[config.mk]
export PLATFORM = sky130hd
export DESIGN_NAME = act_drain_l1_flat
export DESIGN_NICKNAME = d
export VERILOG_FILES = /design/src/rtl/act_drain_l1_if.sv /design/src/rtl/act_drain_l1.sv /design/src/flat_wrapper.sv
export SDC_FILE = /design/constraint.sdc
export NUM_CORES = 1
export LEC_CHECK = 0
export CORE_AREA = 5 5 251 253
export CTS_CLUSTER_DIAMETER = 40
export DETAILED_ROUTE_END_ITERATION = 10
export DIE_AREA = 0 0 256 258
export HOLD_SLACK_MARGIN = 0.15
export SYNTH_ARGS = -nofsm -noshare
export SYNTH_HDL_FRONTEND = slang
export SYNTH_SLANG_ARGS = --single-unit
[constraint.sdc]
create_clock -name clk -period 7.8 [get_ports clk]
set_input_delay 1.95 -clock clk [delete_from_list [all_inputs] [get_ports clk]]
set_output_delay 1.95 -clock clk [all_outputs]
set_load 0.02 [all_outputs]
[src/rtl/act_drain_l1_if.sv]
// rtl/act_drain_l1_if.sv - activation output stream (valid/ready beat with index)
interface act_drain_l1_if;
  logic       out_valid;
  logic       out_ready;
  logic [7:0] out_data;
  logic [4:0] out_idx;

  modport master (output out_valid, output out_data, output out_idx, input out_ready);
  modport slave  (input out_valid, input out_data, input out_idx, output out_ready);
endinterface

[src/rtl/act_drain_l1.sv]
// rtl/act_drain_l1.sv - captures 32 accumulators, streams shifted+saturated int8 activations
// Optional ReLU clamp selected by macro ACT_DRAIN_RELU_EN (default: signed saturation only).
module act_drain_l1 #(
  parameter int SHIFT = 8
) (
  input  logic                 clk,
  input  logic                 rst,
  input  logic                 start,
  input  logic [639:0]         acc_in_packed,
  output logic                 busy,
  output logic                 done,
  act_drain_l1_if.master       out_if
);

  typedef enum logic [1:0] {
    IDLE   = 2'd0,
    STREAM = 2'd1,
    FIN    = 2'd2
  } state_t;

  state_t             state_q, state_d;
  logic [4:0]         idx_q, idx_d;
  logic signed [19:0] acc_q [32];
  logic signed [19:0] acc_d [32];
  logic               capture;

  // Floor shift (arithmetic >>>) followed by the build-selected clamp.
  function automatic logic signed [7:0] act_of(input logic signed [19:0] acc);
    logic signed [19:0] q;
    logic signed [7:0]  r;
    q = acc >>> SHIFT;
`ifdef ACT_DRAIN_RELU_EN
    if (q < 20'sd0)
      r = 8'sd0;
    else if (q > 20'sd127)
      r = 8'sd127;
    else
      r = q[7:0];
`else
    if (q < -20'sd128)
      r = -8'sd128;
    else if (q > 20'sd127)
      r = 8'sd127;
    else
      r = q[7:0];
`endif
    return r;
  endfunction

  always_comb begin
    state_d = state_q;
    idx_d   = idx_q;
    acc_d   = acc_q;
    capture = 1'b0;
    case (state_q)
      IDLE: begin
        if (start) capture = 1'b1;
      end
      STREAM: begin
        if (out_if.out_ready) begin
          if (idx_q == 5'd31) begin
            state_d = FIN;
            idx_d   = 5'd0;
          end else begin
            idx_d = idx_q + 5'd1;
          end
        end
      end
      FIN: begin
        state_d = IDLE;
        if (start) capture = 1'b1;
      end
      default: state_d = IDLE;
    endcase
    // A start in IDLE or FIN snapshots the whole vector; STREAM never recaptures.
    if (capture) begin
      state_d = STREAM;
      idx_d   = 5'd0;
      for (int j = 0; j < 32; j++) begin
        acc_d[j] = acc_in_packed[j*20 +: 20];
      end
    end
  end

  always_ff @(posedge clk) begin
    if (rst) begin
      state_q <= IDLE;
      idx_q   <= 5'd0;
      for (int j = 0; j < 32; j++) begin
        acc_q[j] <= 20'sd0;
      end
    end else begin
      state_q <= state_d;
      idx_q   <= idx_d;
      acc_q   <= acc_d;
    end
  end

  always_comb begin
    busy             = (state_q == STREAM);
    done             = (state_q == FIN);
    out_if.out_valid = busy;
    out_if.out_idx   = idx_q;
    out_if.out_data  = busy ? act_of(acc_q[idx_q]) : 8'sd0;
  end

endmodule

[src/flat_wrapper.sv]
// flat-port wrapper written by rule: the top's interface ports become plain ports
module act_drain_l1_flat 
#(
  parameter int SHIFT = 8
)
  (clk, rst, start, acc_in_packed, busy, done, out_if_out_valid, out_if_out_data, out_if_out_idx, out_if_out_ready);
  act_drain_l1_if out_if_i ();
  input  logic clk;
  input  logic rst;
  input  logic start;
  input  logic [639:0] acc_in_packed;
  output logic busy;
  output logic done;
  output wire logic [$bits(out_if_i.out_valid)-1:0] out_if_out_valid;
  output wire logic [$bits(out_if_i.out_data)-1:0] out_if_out_data;
  output wire logic [$bits(out_if_i.out_idx)-1:0] out_if_out_idx;
  input wire logic [$bits(out_if_i.out_ready)-1:0] out_if_out_ready;
  assign out_if_out_valid = out_if_i.out_valid;
  assign out_if_out_data = out_if_i.out_data;
  assign out_if_out_idx = out_if_i.out_idx;
  assign out_if_i.out_ready = out_if_out_ready;
  act_drain_l1 #(.SHIFT(SHIFT)) u_core (.clk(clk), .rst(rst), .start(start), .acc_in_packed(acc_in_packed), .busy(busy), .done(done), .out_if(out_if_i));
endmodule
Word-level counts from Yosys, hierarchy flattened. Index checks and enable logic that the tools add are counted.

Magnitude comparators: 3. Reduce and logical (&&, ||, !) cells: 6. Multiplexer cells: 13. Add/sub/neg operators: 1. Bitwise logic cells: 2. Eq/ne operators: 8.

Operator list (number): $bmux W20 S5 (1); $mux W20 (2); $mux W8 (3); $gt A12 B8 Y1 const B (1); $lt A12 B8 Y1 const B (1); $ge A6 B6 Y1 const B (1); $ne A2 B1 Y1 const B (3); $ne A3 B1 Y1 const B (2); $not A5 Y6 (1); $reduce_and A3 Y1 (2); $add A5 B1 Y5 const B (1); $eq A5 B5 Y1 const B (1); $mux W5 (1); $mux W2 (2); $pmux W2 S2 (1); $reduce_or A2 Y1 (2); $mux W1 (3); $eq A2 B1 Y1 const B (1); $eq A2 B2 Y1 const B (1); $logic_not A2 Y1 (1); $reduce_and A2 Y1 (1); $not A1 Y1 (1).

Output and inout bits: 16. Bits of input ports: 644. Bits in registers: 647. Logic and storage cells: 68.

Depth between registers and ports, before layout. Gate-level depths: netlist of run 1.

Word-level depth: 8. Gate-level depth with buffers: 9. Depth with buffers taken out: 6.

Worst setup path before layout of run 1. Ideal clock, no wire load.

Path type: reg2out. From: register u_core.idx_q[1] (netlist: u_core.out_if.out_idx[1]). To: output port out_if_out_data[0]. Cell stages (with the launch flop): 9. Data required time: 5850 ps. Buffers on the path: 3. Arrival time: 2889 ps. Path slack: 2961 ps. Cells stage by stage: dfxtp_1 buf_2 buf_4 buf_2 mux4_2 mux4_2 mux2i_4 a41oi_1 a211oi_1.

Longest elaborated chain between the ends: 8. Elaborated cells on any way between the ends: 9. Classes of those cells: order compare (2); mux (6); bitwise (1).

Ends and longest elaborated chain: start: declaration (line act_drain_l1.sv:22) `logic [4:0] idx_q, idx_d;`; start signal: assignment (line act_drain_l1.sv:94) `idx_q <= idx_d;`; $not A5 Y6 (not written as such) * (line act_drain_l1.sv:104) `out_if.out_data = busy ? act_of(acc_q[idx_q]) : 8'sd0;`; $bmux W20 S5 * (line act_drain_l1.sv:104); $mux W20 (not written as such) * (2 in a row) (line act_drain_l1.sv:104); $gt A12 B8 Y1 (line act_drain_l1.sv:42) `else if (q > 20'sd127)`; $mux W8 (line act_drain_l1.sv:42); $mux W8 * (line act_drain_l1.sv:40) `if (q < -20'sd128)`; $mux W8 * (line act_drain_l1.sv:104); end: declaration (line flat_wrapper.sv:15) `output wire logic [$bits(out_if_i.out_data)-1:0] out_if_out_data;`.

Every way passes the cells marked *; elsewhere a longest branch is shown, timed or not. The select of a mux whose other input is x is not followed.

Worst setup path in the final report of run 1.
From: register u_core.idx_q[0] (netlist: u_core.out_if.out_idx[0]). To: output port out_if_out_data[5].

The elaborated chain is that of the path after synthesis.

==> results of run 1 <==
-- layout by cell type (no fill, tap or decap), drive strengths merged, types with 2 or more instances in the layout --
cell / netlist / routed
nand2b: 3 / 3
a211oi: 15 / 15
inv: 2 / 23
nor3: 2 / 2
o21ai: 2 / 2
o221ai: 4 / 4
a22o: 4 / 4
a22oi: 4 / 4
clkbuf: 127 / 76
dfxtp: 391 / 391
bufinv: 0 / 6
clkinv: 0 / 15
nand2: 772 / 772
ha: 2 / 2
mux2i: 24 / 24
clkinvlp: 0 / 3
nor2b: 3 / 3
diode: 0 / 9
clkdlybuf4s50: 0 / 402
nand3: 3 / 3
nor2: 5 / 5
mux4: 104 / 104
buf: 36 / 15
o22ai: 4 / 4
a21oi: 394 / 394
-- kinds of logic (layout without fill, tap and decap cells) --
logic type / count (synthesis) / after routing / synth area share
buf+inv: 165 / 540 / 0.0415
other cells: 0 / 9 / 0
flops: 391 / 391 / 0.476
compound gates: 430 / 430 / 0.138
simple gates: 794 / 794 / 0.184
fa+ha+maj: 2 / 2 / 0.00152
mux: 128 / 128 / 0.159
-- cells in the mapped netlist, drive strengths merged (2+ instances only) --
| cell | instances |
|---|---|
| nand2 | 772 |
| a21oi | 394 |
| dfxtp | 391 |
| clkbuf | 127 |
| mux4 | 104 |
| buf | 36 |
| mux2i | 24 |
| a211oi | 15 |
| nor2 | 5 |
| a22o | 4 |
| a22oi | 4 |
| o221ai | 4 |
| o22ai | 4 |
| nand2b | 3 |
| nand3 | 3 |
| nor2b | 3 |
| ha | 2 |
| inv | 2 |
| nor3 | 2 |
| o21ai | 2 |
-- power by group through the flow --
stage	clock network [mW]	registers (mW)	logic (mW)
2_1_floorplan	0	2.20	0.329
3_3_place_gp	0	2.22	0.646
3_5_place_dp	0	2.23	0.653
4_1_cts	3.11	2.19	0.656
5_1_grt	3.20	2.20	0.707
6_report	3.04	2.19	0.649
-- worst max-delay path by stage --
stage                               endpoint  slack, ps
after detailed placement  out_if_out_data[5]       1710
after CTS                 out_if_out_data[5]       1040
after global routing      out_if_out_data[5]        820
after global placement    out_if_out_data[5]       1740
after floorplan           out_if_out_data[0]       2960
final                     out_if_out_data[5]       1170
-- per-layer routing --
layer  part of all wire  wire [um]
met1               0.43      27300
met2               0.46      29300
met3              0.082       5210
met4              0.028       1790
met5             0.0020        125
-- area by class of cell --
cell class                      count  area (um2)
Inverter                            2        7.51
Multi-Input combinational cell   1354        7950
Tap cell                          790         988
Clock buffer                       76        1790
Timing Repair Buffer              417        4220
Sequential cell                   391        7840
Antenna cell                        9        22.5
Clock inverter                     45         558
Fill cell                        6092       37400
-- tightest hold or removal path, delay by kind of cell, from the launching register on --
| family | cells | cell delay, ps |
|---|---|---|
| flops | 1 | 300 |
| simple gates | 1 | 50 |
| compound gates | 1 | 50 |
-- state kept, by name (all words and copies together) (netlist names) --
register / count
u_core.out_if.out_idx: 5
u_core.state_q: 2
u_core.acc_q: 384
==> impl_metrics.env, run 1 <==
export IMPL_synthCells=1910
export IMPL_vias=14949
export IMPL_cts_root_buf="clkbuf_16"
export IMPL_min_delay_start="u_core.acc_q[359]"
export IMPL_r2r_end="u_core.state_q[1]"
export IMPL_use_met3=0.0561
export IMPL_max_freq_mhz=151
export IMPL_synth_seq_cells=391
export IMPL_grt_pass1_vias=14932
export IMPL_slowest_stage="dfxtp_4"
export IMPL_reg2reg_depth=4
export IMPL_tightest_slew_ps=1250
export IMPL_final_core_util=0.384
export IMPL_fp_dieH_um=258
export IMPL_syn_nets=2556
export IMPL_dp_cells=2954
export IMPL_crit_reg2reg_launch="u_core.state_q[0]"
export IMPL_clk_pin_slew_ps=50
export IMPL_critPathCaptureType="output port"
export IMPL_setup_ws_ps=1170
export IMPL_p_int_mw=4.35
export IMPL_outcome="finished, final reports clean"
export IMPL_setup_tns_ps=0
export IMPL_synth_top_area_frac=0.476
export IMPL_cts_max_level=3
export IMPL_max_slew_margin=0.167
export IMPL_holdCritPathClass="flip-flop to flip-flop"
export IMPL_cp_top_family="compound AO/OA/AOI/OAI gates"
export IMPL_clk_latency_ps=600
export IMPL_crit_type="flip-flop to output port"
export IMPL_synth_area_leaders="dfxtp_1, nand2_1, mux4_2"
export IMPL_synth_edf_count=0
export IMPL_r2r_slack_ps=5180
export IMPL_clkSinkCount=391
export IMPL_yosysSeqAreaShare=0.476
export IMPL_dr_pass1_iters=5
export IMPL_ir_drop_mv=0.134
export IMPL_cts_tree="built"
export IMPL_critPathBufInv=2
export IMPL_grtUsageTotal=0.185
export IMPL_area_growth_syn_to_layout_pct=42.1
export IMPL_busiest_layer="met2"
export IMPL_crit_start="u_core.out_if.out_idx[0]"
export IMPL_cts_repair_resized=0
export IMPL_hold_violations=0
export IMPL_use_met2=0.297
export IMPL_postPlaceCellArea_um2=21000
export IMPL_leakage_nw=8.32
export IMPL_critPathLaunchType="flip-flop"
export IMPL_detail_route_antenna_nets=0
export IMPL_fin_nets=2879
export IMPL_synth_area_um2=16400
export IMPL_switchingPower_mw=1.53
export IMPL_routedWlPerCell_um=20.7
export IMPL_swShare=0.260
export IMPL_antenna_found_initial=29
export IMPL_clockBufferDepth=3
export IMPL_fin_area_um2=23400
export IMPL_synth_cell_type_count=35
export IMPL_pwr_density_cell_nw_per_um2=252
export IMPL_yosys_area_top_type="dfxtp_1"
export IMPL_drt_drc_violations_left=0
export IMPL_fin_worst_skew_ps=26.8
export IMPL_power_mw=5.88
export IMPL_hold_ws_ps=451
export IMPL_yosys_warnings=0
export IMPL_final_cells=3084
export IMPL_cts_hold_buf=0
export IMPL_drive_above_1_share=0.105
export IMPL_critPathMaxFanout=47
export IMPL_worstPathCellList="buf_12, mux4_2, a211oi_1, a21oi_1, a41oi_1, a211oi_1, clkdlybuf4s50_1"
export IMPL_max_cap_viol_count=0
export IMPL_place_worst_setup_slack_ps=1710
export IMPL_synth_avg_cell_area_um2=8.61
export IMPL_dp_hpwl_um=46200
export IMPL_grt_setup_unrepaired="no"
export IMPL_drv_slew=0
export IMPL_grt_overflow=0
export IMPL_holdPathStages=2
export IMPL_p_seq_frac=0.372
export IMPL_p_clk_frac=0.518
export IMPL_gp_congestion=0.825
export IMPL_grt_pass1_wl_um=93300
export IMPL_cp_common_cell="a211oi_1"
export IMPL_setup_viol=0
export IMPL_die_w_um=256
export IMPL_grt_max_degree=208
export IMPL_rows=91
export IMPL_port_buffers=403
export IMPL_crit_required_ps=5850
export IMPL_cp_depth=7
export IMPL_max_stage_delay_ps=870
export IMPL_ios=660
export IMPL_start_util=0.270
export IMPL_arrival_ps=4680
export IMPL_dieArea_um2=66000
export IMPL_min_period_ps=6630
export IMPL_comb_power_share=0.110
export IMPL_postCtsSetupBuffers=0
export IMPL_min_period_over_period=0.850
export IMPL_initialDrtViolationCount=1183
export IMPL_numCtsBuffers=67
export IMPL_hold_end="u_core.acc_q[359]"
export IMPL_async_flop_share=0
export IMPL_vias_per_cell=4.85
export IMPL_wirelength_um=63700
export IMPL_fp_coreArea_um2=60800
export IMPL_ys_flop_type="dfxtp_1"
export IMPL_met1_usage=0.239
Power figures use the tool's default switching activity.
==> run 2: changes to the inputs <==
==> constraint.sdc (replaced) <==
create_clock -name clk -period 6.45 [get_ports clk]
set_input_delay 1.6125 -clock clk [delete_from_list [all_inputs] [get_ports clk]]
set_output_delay 1.6125 -clock clk [all_outputs]
set_load 0.02 [all_outputs]
==> impl_metrics.env, run 2 (synthesis results as in run 1) <==
export IMPL_cts_root_buf="clkbuf_16"
export IMPL_max_slew_margin=0.359
export IMPL_multiInputGateArea_um2=7950
export IMPL_clk_latency_ps=590
export IMPL_postCtsSetupBuffers=0
export IMPL_antenna_found_initial=26
export IMPL_routedWlPerCell_um=20.4
export IMPL_setup_tns_ps=0
export IMPL_top_register="u_core.acc_q"
export IMPL_critPathMaxFanout=43
export IMPL_fin_worst_skew_ps=24.3
export IMPL_cts_max_level=3
export IMPL_min_period_over_period=0.935
export IMPL_top_layer="met5"
export IMPL_initialDrtViolationCount=1155
export IMPL_hold_violations=0
export IMPL_crit_required_ps=4840
export IMPL_seq_area_um2=7840
export IMPL_drt_drc_violations_left=0
export IMPL_detail_route_antenna_nets=0
export IMPL_grt_overflow=0
export IMPL_outcome="finished, final reports clean"
export IMPL_vias=14978
export IMPL_critPathLaunchType="flip-flop"
export IMPL_rows=91
export IMPL_numCtsBuffers=68
export IMPL_critPathCaptureType="output port"
export IMPL_drv_slew=0
export IMPL_start_util=0.270
export IMPL_max_freq_mhz=166
export IMPL_area_growth_syn_to_layout_pct=42.5
export IMPL_wirelength_um=63200
export IMPL_final_common_cell="nand2_1"
export IMPL_fp_dieH_um=258
export IMPL_grtUsageTotal=0.183
export IMPL_route_met3_wl_um=5060
export IMPL_max_cap_viol_count=0
export IMPL_setup_viol=0
export IMPL_dieArea_um2=66000
export IMPL_cts_tree="built"
export IMPL_gp_congestion=0.819
export IMPL_grt_pass1_wl_um=92800
export IMPL_fin_nets=2885
export IMPL_crit_type="flip-flop to output port"
export IMPL_grt_setup_unrepaired="no"
export IMPL_final_core_util=0.385
export IMPL_most_common_layout_cells="nand2_1, clkdlybuf4s50_1, a21oi_1"
export IMPL_cts_hold_buf=0
export IMPL_ir_drop_mv=0.183
export IMPL_arrival_ps=4420
export IMPL_fillerInstances=6167
export IMPL_port_buffers=403
export IMPL_drive_above_1_share=0.106
export IMPL_clockBufferDepth=3
export IMPL_ios=660
export IMPL_leakage_nw=8.32
export IMPL_cts_repair_resized=0
export IMPL_routed_wl_met2_um=29200
export IMPL_min_period_ps=6030
export IMPL_grt_max_degree=175
export IMPL_clk_pin_slew_ps=50
export IMPL_pwr_density_cell_nw_per_um2=304
export IMPL_grt_pass1_vias=15044
export IMPL_vias_per_cell=4.85
export IMPL_holdCritPathClass="flip-flop to flip-flop"
export IMPL_dp_hpwl_um=46100
export IMPL_clkSinkCount=391
export IMPL_wl_met1_um=27000
export IMPL_die_w_um=256
export IMPL_fp_coreArea_um2=60800
export IMPL_largest_register_ffs=384
export IMPL_dr_pass1_iters=5
export IMPL_tightest_slew_ps=961
[run 2: changes by cell type in the layout (fill, tap and decap cells not counted), sizes merged]
cell,delta
clkinv,-2
clkinvlp,+8
bufinv,+1
clkbuf,+5
inv,-12
buf,+5
diode,+1
[run 2: where the power goes]
group / switching [mW] / leakage, nW / internal, mW / total (mW)
logic: 0.393 / 3.98 / 0.396 / 0.789
registers: 0.0797 / 3.21 / 2.57 / 2.65
clock network: 1.31 / 1.13 / 2.38 / 3.69
[run 2: layout make-up]
class,instances,share of cell area
clock buffer,81,0.0801
tap,790,0.0422
multi-input combinational,1354,0.339
clock inverter,40,0.0206
sequential,391,0.334
antenna,10,0.00107
timing repair buffer,422,0.182
inverter,2,0.000320
[run 2: worst max-delay path, stage by stage, from the launching register on]
cell and delay (ps):
dfxtp_4 770, buf_12 360, mux4_2 690, a211oi_1 290, a21oi_1 120, o41ai_4 650, a211oi_1 180, clkdlybuf4s50_1 650
[run 2: per-stage QoR]
step                      power (mW)  instance area [um2]  cells  setup WS (ps)  hold slack, ps
final                           7.13                23400   3090            421             451
after global routing            7.40                23400   3085            151             467
after CTS                       7.21                23400   3080            356             451
after detailed placement        3.49                21000   2959           1030             445
after global placement          3.47                21000   2959           1010             439
after floorplan                 3.06                16400   1910           1950             432
[run 2: final timing paths]
check	from	end	slack, ps	cells after the start
setup / recovery	u_core.out_if.out_idx[0]	out_if_out_data[5]	420	7
hold / removal	u_core.acc_q[511]	u_core.acc_q[511]	450	2
setup reg to reg	u_core.out_if.out_idx[0]	u_core.out_if.out_idx[2]	3750	7
hold reg to reg	u_core.acc_q[511]	u_core.acc_q[511]	450	2
[run 2: layer usage]
layer | track usage | vias up
li1 | - | 7165
met1 | 0.234 | 7137
met2 | 0.294 | 548
met3 | 0.0565 | 110
met4 | 0.0685 | 18
met5 | 0 | -
